--- config.mk ---
export PLATFORM = sky130hd
export DESIGN_NAME = axis_bram_job_scheduler
export DESIGN_NICKNAME = d
export VERILOG_FILES = /design/src/rtl/axis_bram_job_scheduler.sv
export SDC_FILE = /design/constraint.sdc
export NUM_CORES = 1
export LEC_CHECK = 0
export ABC_AREA = 1
export BUFFER_PORTS_ARGS = -buffer_cell sky130_fd_sc_hd__buf_2
export CORE_ASPECT_RATIO = 2
export CORE_MARGIN = 2
export CORE_UTILIZATION = 58
export DETAILED_ROUTE_END_ITERATION = 16
export PLACE_DENSITY_LB_ADDON = 0.2
export SLEW_MARGIN = 5
export SYNTH_ARGS = -nofsm -noshare
export SYNTH_HDL_FRONTEND = slang
export SYNTH_SLANG_ARGS = --single-unit
--- constraint.sdc ---
create_clock -name clk -period 3.7 [get_ports clk]
set_input_delay 0.925 -clock clk [delete_from_list [all_inputs] [get_ports clk]]
set_output_delay 0.925 -clock clk [all_outputs]
set_load 0.005 [all_outputs]
--- src/rtl/axis_bram_job_scheduler.sv ---
// axis_bram_job_scheduler
// Sequences the AXI-S/BRAM adapter one job at a time from a small command FIFO.
// The adapter is held in reset (adapter_rstn low) except while a job is in RUN.
// rw/start/bound are driven from job registers that only change when a command
// is popped. Each finished job produces one tagged status word.

module axis_bram_job_scheduler #(
    parameter int BRAM_DEPTH     = 12,
    parameter int QUEUE_DEPTH    = 4,
    parameter int TIMEOUT_CYCLES = 65535
) (
    input  logic                          clk,
    input  logic                          rst,
    // command queue
    input  logic                          cmd_valid,
    output logic                          cmd_ready,
    input  logic                          cmd_rw,
    input  logic [BRAM_DEPTH-1:0]         cmd_start_addr,
    input  logic [BRAM_DEPTH-1:0]         cmd_bound_addr,
    input  logic [3:0]                    cmd_tag,
    // adapter controller configuration
    output logic                          rw,
    output logic [BRAM_DEPTH-1:0]         bram_start_addr,
    output logic [BRAM_DEPTH-1:0]         bram_bound_addr,
    output logic                          adapter_rstn,
    // monitored adapter BRAM port
    input  logic                          bram_en,
    input  logic                          bram_wen,
    input  logic [BRAM_DEPTH-1:0]         bram_addr,
    // monitored adapter master stream
    input  logic                          m_axis_tvalid,
    input  logic                          m_axis_tready,
    input  logic                          m_axis_tlast,
    // status
    output logic                          sts_valid,
    input  logic                          sts_ready,
    output logic [3:0]                    sts_tag,
    output logic                          sts_rw,
    output logic [1:0]                    sts_err,
    output logic                          busy,
    output logic [$clog2(QUEUE_DEPTH):0]  queue_level
);

    localparam int PTR_W = $clog2(QUEUE_DEPTH);
    localparam int LVL_W = PTR_W + 1;
    localparam int WD_W  = $clog2(TIMEOUT_CYCLES + 1);

    localparam logic [LVL_W-1:0] LVL_FULL = LVL_W'(QUEUE_DEPTH);
    localparam logic [WD_W-1:0]  WD_LAST  = WD_W'(TIMEOUT_CYCLES - 1);
    localparam logic [WD_W-1:0]  WD_MAX   = WD_W'(TIMEOUT_CYCLES);

    localparam logic [1:0] ERR_OK      = 2'b00;
    localparam logic [1:0] ERR_TIMEOUT = 2'b01;
    localparam logic [1:0] ERR_RANGE   = 2'b10;

    typedef struct packed {
        logic                  rw;
        logic [BRAM_DEPTH-1:0] start;
        logic [BRAM_DEPTH-1:0] bound;
        logic [3:0]            tag;
    } cmd_t;

    typedef enum logic [2:0] {
        S_IDLE,
        S_LOAD,
        S_RUN,
        S_DRAIN,
        S_REPORT
    } state_t;

    // ------------------------------------------------------------------
    // Command FIFO
    // ------------------------------------------------------------------
    cmd_t              fifo_q [QUEUE_DEPTH];
    logic [PTR_W-1:0]  wr_ptr_q, wr_ptr_d;
    logic [PTR_W-1:0]  rd_ptr_q, rd_ptr_d;
    logic [LVL_W-1:0]  level_q,  level_d;
    logic              full, empty, push, pop;
    cmd_t              cmd_in;

    assign full      = (level_q == LVL_FULL);
    assign empty     = (level_q == '0);
    assign cmd_ready = !full && !rst;
    assign push      = cmd_valid && cmd_ready;

    assign cmd_in.rw    = cmd_rw;
    assign cmd_in.start = cmd_start_addr;
    assign cmd_in.bound = cmd_bound_addr;
    assign cmd_in.tag   = cmd_tag;

    // Pointer and level next-state; pointers wrap naturally (power-of-two depth)
    always_comb begin
        wr_ptr_d = wr_ptr_q;
        rd_ptr_d = rd_ptr_q;
        level_d  = level_q;
        if (push) wr_ptr_d = wr_ptr_q + PTR_W'(1);
        if (pop)  rd_ptr_d = rd_ptr_q + PTR_W'(1);
        if (push && !pop)      level_d = level_q + LVL_W'(1);
        else if (pop && !push) level_d = level_q - LVL_W'(1);
    end

    // FIFO pointer/level registers; reset flushes the queue
    always_ff @(posedge clk) begin
        if (rst) begin
            wr_ptr_q <= '0;
            rd_ptr_q <= '0;
            level_q  <= '0;
        end else begin
            wr_ptr_q <= wr_ptr_d;
            rd_ptr_q <= rd_ptr_d;
            level_q  <= level_d;
        end
    end

    // Entry storage; only written on push, validity is tracked by the level
    always_ff @(posedge clk) begin
        if (push) fifo_q[wr_ptr_q] <= cmd_in;
    end

    // ------------------------------------------------------------------
    // Job FSM
    // ------------------------------------------------------------------
    state_t            state_q, state_d;
    cmd_t              job_q,   job_d;
    logic [1:0]        err_q,   err_d;
    logic [WD_W-1:0]   wd_q,    wd_d;
    logic              adapter_rstn_q;
    logic              wr_done, rd_done, done;

    // Completion depends on the job direction: a write finishes when the
    // bound index is written, a read finishes on the last beat handed out.
    assign wr_done = bram_en && bram_wen && (bram_addr == job_q.bound);
    assign rd_done = m_axis_tvalid && m_axis_tready && m_axis_tlast;
    assign done    = job_q.rw ? wr_done : rd_done;

    // Next-state, pop request, job/watchdog/error updates
    always_comb begin
        state_d = state_q;
        job_d   = job_q;
        err_d   = err_q;
        wd_d    = wd_q;
        pop     = 1'b0;
        case (state_q)
            S_IDLE: begin
                if (!empty) begin
                    pop     = 1'b1;
                    job_d   = fifo_q[rd_ptr_q];
                    state_d = S_LOAD;
                end
            end
            S_LOAD: begin
                if (job_q.start > job_q.bound) begin
                    err_d   = ERR_RANGE;
                    state_d = S_REPORT;
                end else begin
                    wd_d    = '0;
                    state_d = S_RUN;
                end
            end
            S_RUN: begin
                // saturating watchdog; it is reloaded in LOAD so it never wraps
                if (wd_q != WD_MAX) wd_d = wd_q + WD_W'(1);
                if (done) begin
                    err_d   = ERR_OK;
                    state_d = S_DRAIN;
                end else if (wd_q == WD_LAST) begin
                    err_d   = ERR_TIMEOUT;
                    state_d = S_DRAIN;
                end
            end
            S_DRAIN: begin
                state_d = S_REPORT;
            end
            S_REPORT: begin
                if (sts_ready) state_d = S_IDLE;
            end
            default: begin
                state_d = S_IDLE;
            end
        endcase
    end

    // FSM and job registers; adapter_rstn is registered so it is glitch-free
    always_ff @(posedge clk) begin
        if (rst) begin
            state_q        <= S_IDLE;
            job_q          <= '0;
            err_q          <= ERR_OK;
            wd_q           <= '0;
            adapter_rstn_q <= 1'b0;
        end else begin
            state_q        <= state_d;
            job_q          <= job_d;
            err_q          <= err_d;
            wd_q           <= wd_d;
            adapter_rstn_q <= (state_d == S_RUN);
        end
    end

    // ------------------------------------------------------------------
    // Outputs
    // ------------------------------------------------------------------
    assign rw              = job_q.rw;
    assign bram_start_addr = job_q.start;
    assign bram_bound_addr = job_q.bound;
    assign adapter_rstn    = adapter_rstn_q;

    assign sts_valid   = (state_q == S_REPORT);
    assign sts_tag     = job_q.tag;
    assign sts_rw      = job_q.rw;
    assign sts_err     = err_q;
    assign busy        = (state_q != S_IDLE);
    assign queue_level = level_q;

endmodule

Word-level counts from Yosys, hierarchy flattened

Memory sizes are Yosys's and may differ from the RTL's. A register that Yosys moved wholly into a read port is not among the register bits.
Index checks and enable logic that the tools add are counted.

Bits in writable memories: 116
Bits in registers: 29
Input bits: 50
Logic and storage cells: 68
Output and inout port bits: 39
Memories: 1

Reduce and logical (&&, ||, !) cells: 20
Multiplexer cells: 20
$add $sub $neg: 5
Bitwise logic cells: 1
$lt $le $gt $ge: 1
Eq/ne operators: 13

Memories:

| name   | words | width | read ports | clocked after memory_dff | write ports | RTL line | source |
|---|---|---|---|---|---|---|---|
| fifo_q | 4     | 29    | 1          | 1                        | 1           | 74       | `cmd_t fifo_q [QUEUE_DEPTH];` |

Operator list:

| cell                                           | count |
|---|---|
| two-way mux 16 bit                             | 2 |
| one-hot mux 16 bit (2 select lines)            | 1 |
| two-way mux 3 bit                              | 7 |
| adder 16 x 1 -> 16 bit (second input constant) | 1 |
| == test 16 bit (second input constant)         | 1 |
| != test 16 bit (second input constant)         | 1 |
| one-hot mux 3 bit (5 select lines)             | 1 |
| == test 12 bit                                 | 1 |
| greater-than comparator 12 bit                 | 1 |
| == test 3 x 2 -> 1 bit (second input constant) | 3 |
| logical AND 1 bit                              | 8 |
| == test 3 bit (second input constant)          | 2 |
| zero test 3 bit                                | 2 |
| two-way mux 2 bit                              | 3 |
| != test 2 bit (second input constant)          | 3 |
| AND reduction 3 bit                            | 2 |
| two-way mux 1 bit                              | 5 |
| adder 2 x 1 -> 2 bit (second input constant)   | 2 |
| zero test 1 bit                                | 4 |
| one-hot mux 2 bit (2 select lines)             | 1 |
| nonzero test 2 bit                             | 2 |
| adder 3 x 1 -> 3 bit (second input constant)   | 1 |
| == test 3 x 1 -> 1 bit (second input constant) | 1 |
| != test 3 bit (second input constant)          | 1 |
| 4 further kinds                                | 4 |

Logic depth before layout (Yosys ltp)

Gate-level depths: netlist of run 1.

Depth after elaboration: 8
Depth in mapped cells: 15
Gate-level depth less buffers: 15

Worst setup path before layout of run 1

No wires, ideal clock.

Path type: input to register
Start point: input rst
End point: memory fifo_q[0][0] (netlist bit) (enable)
Data arrival time: 2.588 ns
Path buffers: 0
Stages on the path: 3
Data required time: 3.285 ns
Library setup time: 0.415 ns
Setup slack: 0.697 ns
Path through: a31oi_1 nand2_1 nor2_1

Longest elaborated chain between the ends: 5

RTL lines:

| element                                 | RTL line | source |
|---|---|---|
| from (decl)                             | 13       | `input logic rst,` |
| zero test 1 bit                         | 83       | `assign cmd_ready = !full && !rst;` |
| logical AND 1 bit                       | 83       |  |
| logical AND 1 bit                       | 84       | `assign push = cmd_valid && cmd_ready;` |
| two-way mux 1 bit                       | 117      | `if (push) fifo_q[wr_ptr_q] <= cmd_in;` |
| two-way mux 1 bit (not written as such) | 117      |  |
| to (decl)                               | 74       |  |

Every way passes these cells.

Worst setup path in the final report of run 1

Start point: input rst
End point: register level_q[2], in the netlist queue_level[2]

Longest elaborated chain between the ends: 6
Elaborated cells on any way between the ends: 8
Classes of those cells: 1 x mux; 7 x reduce/logical

RTL lines:

| element                      | RTL line | source |
|---|---|---|
| zero test 1 bit *            | 83       |  |
| logical AND 1 bit *          | 83       |  |
| logical AND 1 bit *          | 84       |  |
| net push                     | 78       | `logic full, empty, push, pop;` |
| zero test 1 bit              | 99       | `else if (pop && !push) level_d = level_q - LVL_W'(1);` |
| logical AND 1 bit            | 99       |  |
| nonzero test 2 bit (no line) | -        |  |
| to (signal assigned)         | 111      | `level_q <= level_d;` |
| to (decl)                    | 77       | `logic [LVL_W-1:0] level_q, level_d;` |

Mark *: on every way through the listed nets, which the timed path passes. The rest lies on a longest branch.
A chain may end at the register's enable or synchronous reset.

==> results of run 1 <==
metal layers:
layer	part of all wire, %	up-vias	wire length [µm]
met4	4.7	0	862
met3	4.5	59	830
met5	0	-	0
li1	-	2707	-
met1	35	2707	6399
met2	56	222	10270
tightest hold or removal path, cell delays in order (launching register included):
cell	delay, ns
dfxtp_1	0.31
nand2_1	0.07
a21oi_1	0.06
how the worst max path moves through the flow:
stage | slack, ns | cells past startpoint | startpoint | to
after floorplan | 0.70 | 3 | rst | fifo_q[0][0]
after global placement | 0.96 | 12 | rst | queue_level[2]
after detailed placement | 0.82 | 12 | rst | queue_level[2]
after CTS | 1.26 | 12 | rst | queue_level[2]
after global routing | 1.04 | 12 | rst | queue_level[2]
final | 1.17 | 12 | rst | queue_level[2]
logic make-up (layout without fill, tap and decap cells):
family                     after synthesis  after routing  synth area share (%)
buffers and inverters                   94            189                 5.179
xor gates and xnor gates                10             10                 1.173
DFF                                    174            174                 62.22
adders and majority gates               20             20                 3.453
and+or+nand+nor                        275            275                 15.67
AOI/OAI and AO/OA                      170            170                 12.30
power groups by stage:
stage          clock [µW]  combinational [µW]  sequential, µW
2_1_floorplan           0                1370            2480
3_3_place_gp            0                1840            2520
3_5_place_dp            0                1920            2530
4_1_cts              1790                1950            2490
5_1_grt              1870                2190            2520
6_report             1780                1950            2490
registers in the layout, indices dropped and copies added, names as in the netlist:
register / cells
sts_tag: 4
adapter_rstn: 1
queue_level: 3
rw: 1
rd_ptr_q: 2
state_q: 3
wd_q: 16
bram_start_addr: 12
fifo_q: 116
bram_bound_addr: 12
wr_ptr_q: 2
sts_err: 2
metrics by stage:
stage | total power [µW] | utilization [%] | cells | cell area, µm² | worst slack [ns]
CTS | 6228 | 68.57 | 988 | 8608 | 1.257
floorplan | 3850 | - | 743 | 7465 | 0.6966
finish | 6220 | 68.57 | 988 | 8608 | 1.173
global placement | 4366 | 63.79 | 956 | 8009 | 0.9615
detailed placement | 4452 | 63.79 | 956 | 8009 | 0.8213
global route | 6569 | 68.57 | 988 | 8608 | 1.035
synth_stat cells (all sizes together):
cell,n
o21bai,1
ha,19
or2,5
a31oi,32
edfxtp,116
dfxtp,58
nor3,5
nand4,9
inv,61
clkbuf,22
nand2,78
nor4,1
a21o,1
nor2,156
o21ai,106
buf,11
a21oi,30
fa,1
xor2,6
xnor2,4
nand3,21
final cells by class:
type / count / area share (%)
inverter: 61 / 2.689
multi-input combinational: 475 / 28.39
tap: 150 / 2.180
clock buffer: 18 / 4.985
sequential: 174 / 53.97
clock inverter: 14 / 1.977
timing repair buffer: 96 / 5.814
==> impl_metrics.yaml, run 1 <==
global_route:
  gr-total-overflow: 0
  busiest_layer: "met2"
  first_global_vias: 5857
  grt_pass1_wl_mm: 28.42
  grtUsageTotal_pct: 26.98
  grtUsageMet2_pct: 49.68
  grt_max_degree: 61
  met3_usage_pct: 4.598
  antenna_found_initial: 0
  use_met1_pct: 27.99
power_and_ir_drop:
  power_per_cell_area_mw_per_mm2: 722.5
  clkPwrFrac_pct: 28.6
  p_switching_uw: 2307
  peakVddDrop_uv: 634.5
  seqPwrFrac_pct: 40.1
  netSwitchingFraction_pct: 37.09
  p_leak_uw: 0.003322
  p_int_uw: 3913
  comb_power_share_pct: 31.3
finish:
  syn_to_final_growth_pct: 15.32
  final_layout_size_suffix_gt1_share_pct: 19.21
  multiInputGateArea_mm2: 0.002444
  finalNetCount: 895
  fill_cells: 967
  layout_common_cells: "148 x nor2_1, 116 x edfxtp_1, 104 x o21ai_0, 88 x buf_2, 73 x nand2_1"
  layout_commonest_cell: "nor2_1"
  regArea_mm2: 0.004646
  antenna_cells: 0
route:
  routed_via_density: 5.764
  drc: 0
  wl_per_cell_um: 18.58
  vias: 5695
  drtIter0Drc: 471
  firstDrtPassIters: 6
  ant_nets: 0
  drt-total-wl_mm: 18.36
worst_setup_path:
  cp_data_required_time_ns: 4.04
  cp_num_buf_inv: 3
  reg2reg_to: "queue_level[2]"
  r2r-start: "queue_level[1]"
  cp_slowest_cell: "fa_1"
  slowest_delay_ns: 0.38
  reg2regPathDepth: 12
  worstSetupPathType: "primary input to register"
  arrival_ns: 2.87
  cp_max_fo: 15
  path_delay_family: "adder cells"
  path_cells: "buf_2 -> a31oi_1 -> nand2_1 -> inv_1 -> ha_1 -> inv_1 -> fa_1 -> nor2_1 -> nor2_1 -> nand2_1 -> o21ai_0 -> a21oi_1"
  end_kind: "register"
  critPathLaunchType: "primary input"
  r2r_slack_ns: 1.43
yosys:
  synth.area.top_cells: "edfxtp_1 47%, dfxtp_1 16%, nor2_1 7.6%, o21ai_0 7.0%, nand2_1 3.7%"
  ys_seq_area_share_pct: 62.22
  netlist_area_mm2: 0.007465
  synth_nets: 813
  yosys.area.top_type: "edfxtp_1"
  postSynthCellCount: 743
  synth_top_area_share_pct: 46.66
  syn_area_per_cell_um2: 10.05
  ys_ff_latch: 174
  synth_warnings: 0
  synth_cell_types: 36
clock_tree:
  cts_buffers: 17
  cts_resized: 0
  cts_hold_buffers: 0
  clkSlewWorstSetupHoldPaths_ns: 0.07
  cts_setup_buffers: 0
  h-tree-depth: 4
  cts.sinks: 174
  worstSkewPairLatency_ns: 0.42
  ctsRootBufferMaster: "clkbuf_16"
  tritoncts: "done"
  cts_buffer_depth: 2
sta:
  fmax_mhz: 395.8
  fin_crit_ns: 2.527
  tns_ns: 0
  slew_headroom_pct: 19.86
  period_share_pct: 68.28
  fin_skew_ns: 0.01075
  finalHoldViolations: 0
  worst_slew_pin_slew_ns: 1.201
  rsz0062_at_grt: "no"
  hold_ws_ns: 0.4916
  setup_viol: 0
  slew_violations: 0
floorplan:
  ios: 89
  core_area_mm2: 0.01255
  rows: 58
  die_y_um: 164.4
  die_w_um: 84.22
  dieArea_mm2: 0.01385
  initial_utilization_pct: 59.46
place:
  place_congestion: 0.8964
  io_buffers: 88
  dp_hpwl_mm: 11.71
min_path:
  holdCritStartpoint: "sts_err[1]"
  hold_path_end: "sts_err[1]"
  hold_class: "register to register"
  hold_depth: 2
status:
  status: "completed"
job:
  drv_cap: 0
Note: power is estimated with default switching activity, not from simulation.
==> run 2: changes to the inputs <==
clock period = 2.63 ns   (was 3.7 ns; I/O delays follow)
==> impl_metrics.yaml, run 2 (synthesis gave the netlist of run 1 again) <==
finish:
  multiInputGateArea_mm2: 0.002444
  regArea_mm2: 0.004646
  stdcell_count: 996
  largest_reg_flops: 116
  fill_cells: 942
  layout_commonest_cell: "nor2_1"
  final_layout_size_suffix_gt1_share_pct: 19.98
  syn_to_final_growth_pct: 16.07
  top_register: "fifo_q"
  layout_common_cells: "148 x nor2_1, 116 x edfxtp_1, 104 x o21ai_0, 88 x buf_2, 73 x nand2_1"
  antenna_cells: 0
  finalNetCount: 903
  reg.largest.list: "fifo_q (116), wd_q (16)"
route:
  routed_via_density: 5.734
  drtIter0Drc: 423
  drt-met1-wl_mm: 6.424
  met3WireLength_um: 964
  drc: 0
  ant_nets: 0
  dr_wl_met2_mm: 9.953
  drt-total-wl_mm: 17.92
  vias: 5711
  firstDrtPassIters: 7
  wl_per_cell_um: 17.99
  highest_layer: "met4"
floorplan:
  initial_utilization_pct: 59.46
  rows: 58
  die_w_um: 84.22
  core_area_mm2: 0.01255
  die_y_um: 164.4
  dieArea_mm2: 0.01385
  ios: 89
place:
  pre_cts_ws_ns: 0.2934
  dp_hpwl_mm: 11.86
  io_buffers: 88
  place_congestion: 0.9414
  dp_cells: 964
sta:
  rsz0062_at_grt: "no"
  slew_violations: 0
  fmax_mhz: 474.7
  fin_skew_ns: 0.01248
  fin_crit_ns: 2.107
  finalHoldViolations: 0
  setup_viol: 0
  worst_slew_pin_slew_ns: 0.8811
  layout_setup_ws_ns: 0.5234
  period_share_pct: 80.10
  slew_headroom_pct: 41.26
  tns_ns: 0
worst_setup_path:
  worstSetupPathType: "register to register"
  path_delay_family: "simple AND/OR/NAND/NOR gates"
  end_kind: "register"
  cp_max_fo: 16
  critPathLaunchType: "register"
  cp_num_buf_inv: 3
  arrival_ns: 2.42
  r2r_slack_ns: 0.52
  slowest_delay_ns: 0.42
  reg2regPathDepth: 13
  path_common_cell: "nand2_1"
  cp_slowest_cell: "dfxtp_1"
  cp_data_required_time_ns: 2.94
  path_cells: "inv_1 -> ha_1 -> nand2_1 -> inv_1 -> nand2_1 -> nor2_1 -> nand4_1 -> nand3_2 -> nand2_4 -> inv_4 -> nand2_1 -> o21ai_1 -> nor2_1"
  r2r-start: "bram_bound_addr[11]"
  reg2reg_to: "wd_q[1]"
min_path:
  hold_depth: 1
  hold_class: "primary input to register"
  hold_path_end: "fifo_q[0][21]"
  holdCritStartpoint: "cmd_start_addr[5]"
global_route:
  grt_pass1_wl_mm: 28.04
  grtUsageTotal_pct: 26.53
  grt_max_degree: 60
  first_global_vias: 5690
  gr-total-overflow: 0
  antenna_found_initial: 0
status:
  status: "completed"
clock_tree:
  ctsRootBufferMaster: "clkbuf_16"
  cts_hold_buffers: 0
  clkSlewWorstSetupHoldPaths_ns: 0.07
  cts_buffers: 17
  worstSkewPairLatency_ns: 0.43
  tritoncts: "done"
  cts_resized: 0
  cts_buffer_depth: 2
  cts.sinks: 174
  h-tree-depth: 4
  cts_setup_buffers: 0
power_and_ir_drop:
  peakVddDrop_uv: 824.0
  p_leak_uw: 0.003357
  power_per_cell_area_mw_per_mm2: 1004
job:
  drv_cap: 0
-- run 2: layout make-up --
cell class                      count  area share (%)
Sequential cell                   174           53.62
Multi-Input combinational cell    475           28.20
Timing Repair Buffer              104           6.469
Clock buffer                       18           4.953
Inverter                           61           2.671
Tap cell                          150           2.166
Clock inverter                     14           1.921
-- run 2: worst max path at each step --
stage                                   start        endpoint  slack, ns  depth (start not counted)
after global placement                    rst  queue_level[2]       0.34                         12
final                     bram_bound_addr[11]         wd_q[1]       0.52                         13
after CTS                  bram_bound_addr[8]         wd_q[1]       0.52                         13
after floorplan                           rst    fifo_q[0][0]      -0.11                          3
after global routing       bram_bound_addr[8]         wd_q[1]       0.37                         13
after detailed placement                  rst  queue_level[2]       0.29                         12
-- run 2: through the flow --
| step | hold slack [ns] | utilization [%] | cell area (µm²) | power, µW |
|---|---|---|---|---|
| 6_report | 0.4348 | 69.02 | 8665 | 8696 |
| 2_1_floorplan | 0.4561 | - | 7465 | 5417 |
| 3_3_place_gp | 0.4636 | 64.27 | 8069 | 6186 |
| 5_1_grt | 0.4267 | 69.02 | 8665 | 9194 |
| 3_5_place_dp | 0.4651 | 64.27 | 8069 | 6283 |
| 4_1_cts | 0.4266 | 69.02 | 8665 | 8721 |
-- run 2: worst reg2reg max path: stages, from the launching register on --
cell     delay, ns
dfxtp_1       0.42
inv_1         0.07
ha_1          0.29
nand2_1       0.07
inv_1         0.05
nand2_1       0.06
nor2_1        0.15
nand4_1       0.16
nand3_2       0.17
nand2_4       0.15
inv_4         0.18
nand2_1       0.09
o21ai_1       0.09
nor2_1        0.05
-- run 2: routing by layer --
metal / GRT usage [%] / vias up
met2: 49.35 / 217
met4: 13.05 / 0
met5: 0 / -
li1: - / 2730
met1: 28.10 / 2727
met3: 5.297 / 37
-- run 2: power by group --
part / total, µW / internal [µW] / switching [µW]
combinational: 2710 / 912 / 1800
clock: 2440 / 1280 / 1160
sequential: 3540 / 3240 / 298
total: 8700 / 5440 / 3260
==> run 3: changes to the inputs <==
ABC_AREA = 0   (was 1)
CORE_UTILIZATION = 52   (was 58)
clock period = 1.7 ns   (was 2.63 ns; I/O delays follow)
==> impl_metrics.yaml, run 3 <==
finish:
  layout_commonest_cell: "edfxtp_1"
  top_register: "fifo_q"
  largest_reg_flops: 116
  final_layout_size_suffix_gt1_share_pct: 44.14
  syn_to_final_growth_pct: 32.86
  finalNetCount: 782
  layout_common_cells: "116 x edfxtp_1, 87 x buf_2, 80 x buf_4, 67 x nand2_1, 48 x a21oi_1"
  fill_cells: 931
  reg.largest.list: "fifo_q (116), wd_q (16)"
  final_core_util_pct: 70.90
  antenna_cells: 0
sta:
  slew_headroom_pct: 57.28
  slew_violations: 0
  rsz0062_at_grt: "yes"
  worst_slew_pin_slew_ns: 0.6407
  finalHoldViolations: 0
  fmax_mhz: 434.3
  layout_setup_ws_ns: -0.6028
  period_share_pct: 135.5
  fin_skew_ns: 0.01216
  tns_ns: -10.44
  setup_viol: 24
  fin_crit_ns: 2.303
  hold_ws_ns: 0.2113
yosys:
  netlist_area_mm2: 0.007211
  ys.flop_type: "edfxtp_1"
  synthArstFlopShare_pct: 0
  synth_common_cells: "116 x edfxtp_1, 67 x nand2_1, 58 x dfxtp_1, 54 x a21oi_1, 29 x mux4_2"
  ys_ff_latch: 174
  yosys.area.top_type: "edfxtp_1"
  synth_most_common_cell: "edfxtp_1"
  synth_cell_types: 52
  synth_top_area_share_pct: 48.31
  synth.area.top_cells: "edfxtp_1 48%, dfxtp_1 16%, mux4_2 9.1%, a21oi_1 3.7%, nand2_1 3.5%"
  synth_nets: 601
  synth-edff-count: 116
  ys_seq_area_share_pct: 64.41
  postSynthCellCount: 531
  syn_area_per_cell_um2: 13.58
  synth_warnings: 0
worst_setup_path:
  reg2reg_to: "wd_q[1]"
  arrival_ns: 2.58
  critPathLaunchType: "register"
  r2r-start: "bram_bound_addr[1]"
  path_cells: "inv_2 -> ha_4 -> nor2b_4 -> o211ai_1 -> a211oi_2 -> o41a_1 -> buf_4 -> buf_6 -> buf_16 -> o21ai_0 -> a21oi_2"
  r2r_slack_ns: -0.60
  worstSetupPathType: "register to register"
  slowest_delay_ns: 0.38
  cp_slowest_cell: "o41a_1"
  cp_data_required_time_ns: 1.98
  reg2regPathDepth: 11
  end_kind: "register"
  cp_max_fo: 5
route:
  vias: 5067
  routed_via_density: 5.758
  firstDrtPassIters: 5
  ant_nets: 0
  wl_per_cell_um: 20.38
  drc: 0
  drt-met1-wl_mm: 6.520
  met3WireLength_um: 772
  dr_wl_met2_mm: 9.889
  highest_layer: "met4"
  drtIter0Drc: 310
  drt-total-wl_mm: 17.94
clock_tree:
  tritoncts: "done"
  clkSlewWorstSetupHoldPaths_ns: 0.08
  h-tree-depth: 4
  cts_buffers: 17
  worstSkewPairLatency_ns: 0.42
  cts.sinks: 174
  cts_buffer_depth: 2
  ctsRootBufferMaster: "clkbuf_16"
min_path:
  hold_class: "primary input to register"
  hold_depth: 1
  holdCritStartpoint: "cmd_rw"
  hold_path_end: "fifo_q[2][28]"
global_route:
  first_global_vias: 5408
  antenna_found_initial: 0
  grt_max_degree: 50
  grt_pass1_wl_mm: 27.88
  gr-total-overflow: 0
  grtUsageTotal_pct: 25.22
status:
  status: "complete, but fails checks"
  violations: "negative setup slack"
floorplan:
  initial_utilization_pct: 53.36
  rows: 60
  dieArea_mm2: 0.01488
  die_y_um: 170.5
  core_area_mm2: 0.01351
  die_w_um: 87.27
  ios: 89
job:
  drv_cap: 0
power_and_ir_drop:
  p_leak_uw: 0.003622
  power_per_cell_area_mw_per_mm2: 1619
  peakVddDrop_uv: 1019
place:
  io_buffers: 88
  pre_cts_ws_ns: -0.6133
  dp_hpwl_mm: 12.40
  place_congestion: 0.8775
run 3: cell count changes after synthesis, sizes merged, moves of 25 or more:
cell	before	now
a31oi	32	0
inv	61	20
mux4	0	29
a21oi	30	55
o21ai	106	11
nor2	156	22
run 3: cells by family (layout without fill, tap and decap cells):
family	Yosys count	in the layout	share of synthesized area, %
xor+xnor	17	17	2.065
mux	30	30	9.197
fa+ha+maj	20	20	3.575
simple gates	153	153	10.64
flops	174	174	64.41
buf+inv	45	239	2.533
compound gates	92	92	7.583
run 3: area by class of cell:
type	count	area (µm²)	area share (%)
clock buffer	18	429.2	4.480
inverter	20	75.07	0.7836
tap	155	193.9	2.024
clock inverter	14	166.4	1.737
multi-input combinational	312	2673	27.90
timing repair buffer	187	1368	14.27
sequential	174	4676	48.80
run 3: worst max path at each step:
| stage | startpoint | end | slack (ns) | depth (start not counted) |
|---|---|---|---|---|
| after CTS | bram_bound_addr[1] | wd_q[0] | -0.55 | 9 |
| after global placement | bram_bound_addr[5] | wd_q[11] | -0.54 | 9 |
| after detailed placement | bram_bound_addr[5] | wd_q[11] | -0.61 | 9 |
| after global routing | bram_bound_addr[11] | wd_q[1] | -0.68 | 11 |
| after floorplan | bram_bound_addr[5] | wd_q[0] | -0.56 | 9 |
| final | bram_bound_addr[1] | wd_q[1] | -0.60 | 11 |
run 3: through the flow:
stage          area [µm²]  cells  power (µW)
3_3_place_gp         8569    839       10570
2_1_floorplan        7288    531        8349
4_1_cts              9415    876       15260
3_5_place_dp         8569    839       10770
5_1_grt              9580    880       16300
6_report             9580    880       15510
run 3: critical path, delay by kind of cell (launching register included):
family,cells,cell delay [ns]
compound gates,5,1.03
buf+inv,4,0.46
flops,1,0.33
fa+ha+maj,1,0.21
simple gates,1,0.12
run 3: where the power goes:
group | leakage [µW] | switching (µW) | internal [µW]
registers | 0.00153 | 392 | 5100
clock network | 0.000286 | 1850 | 1980
logic | 0.00180 | 3150 | 3030
run 3: metal layers:
| layer | vias up | track usage (%) |
|---|---|---|
| met5 | - | 0 |
| met1 | 2499 | 28.02 |
| met4 | 0 | 13.31 |
| met3 | 38 | 4.197 |
| li1 | 2371 | - |
| met2 | 159 | 44.96 |
run 3: what timing repair did:
action,in CTS,in global routing
setup endpoints to repair,29,37
cloned,2,0
pin swaps,19,9
gates resized for setup,42,33
hold buffers,0,0
buffers inserted,5,6
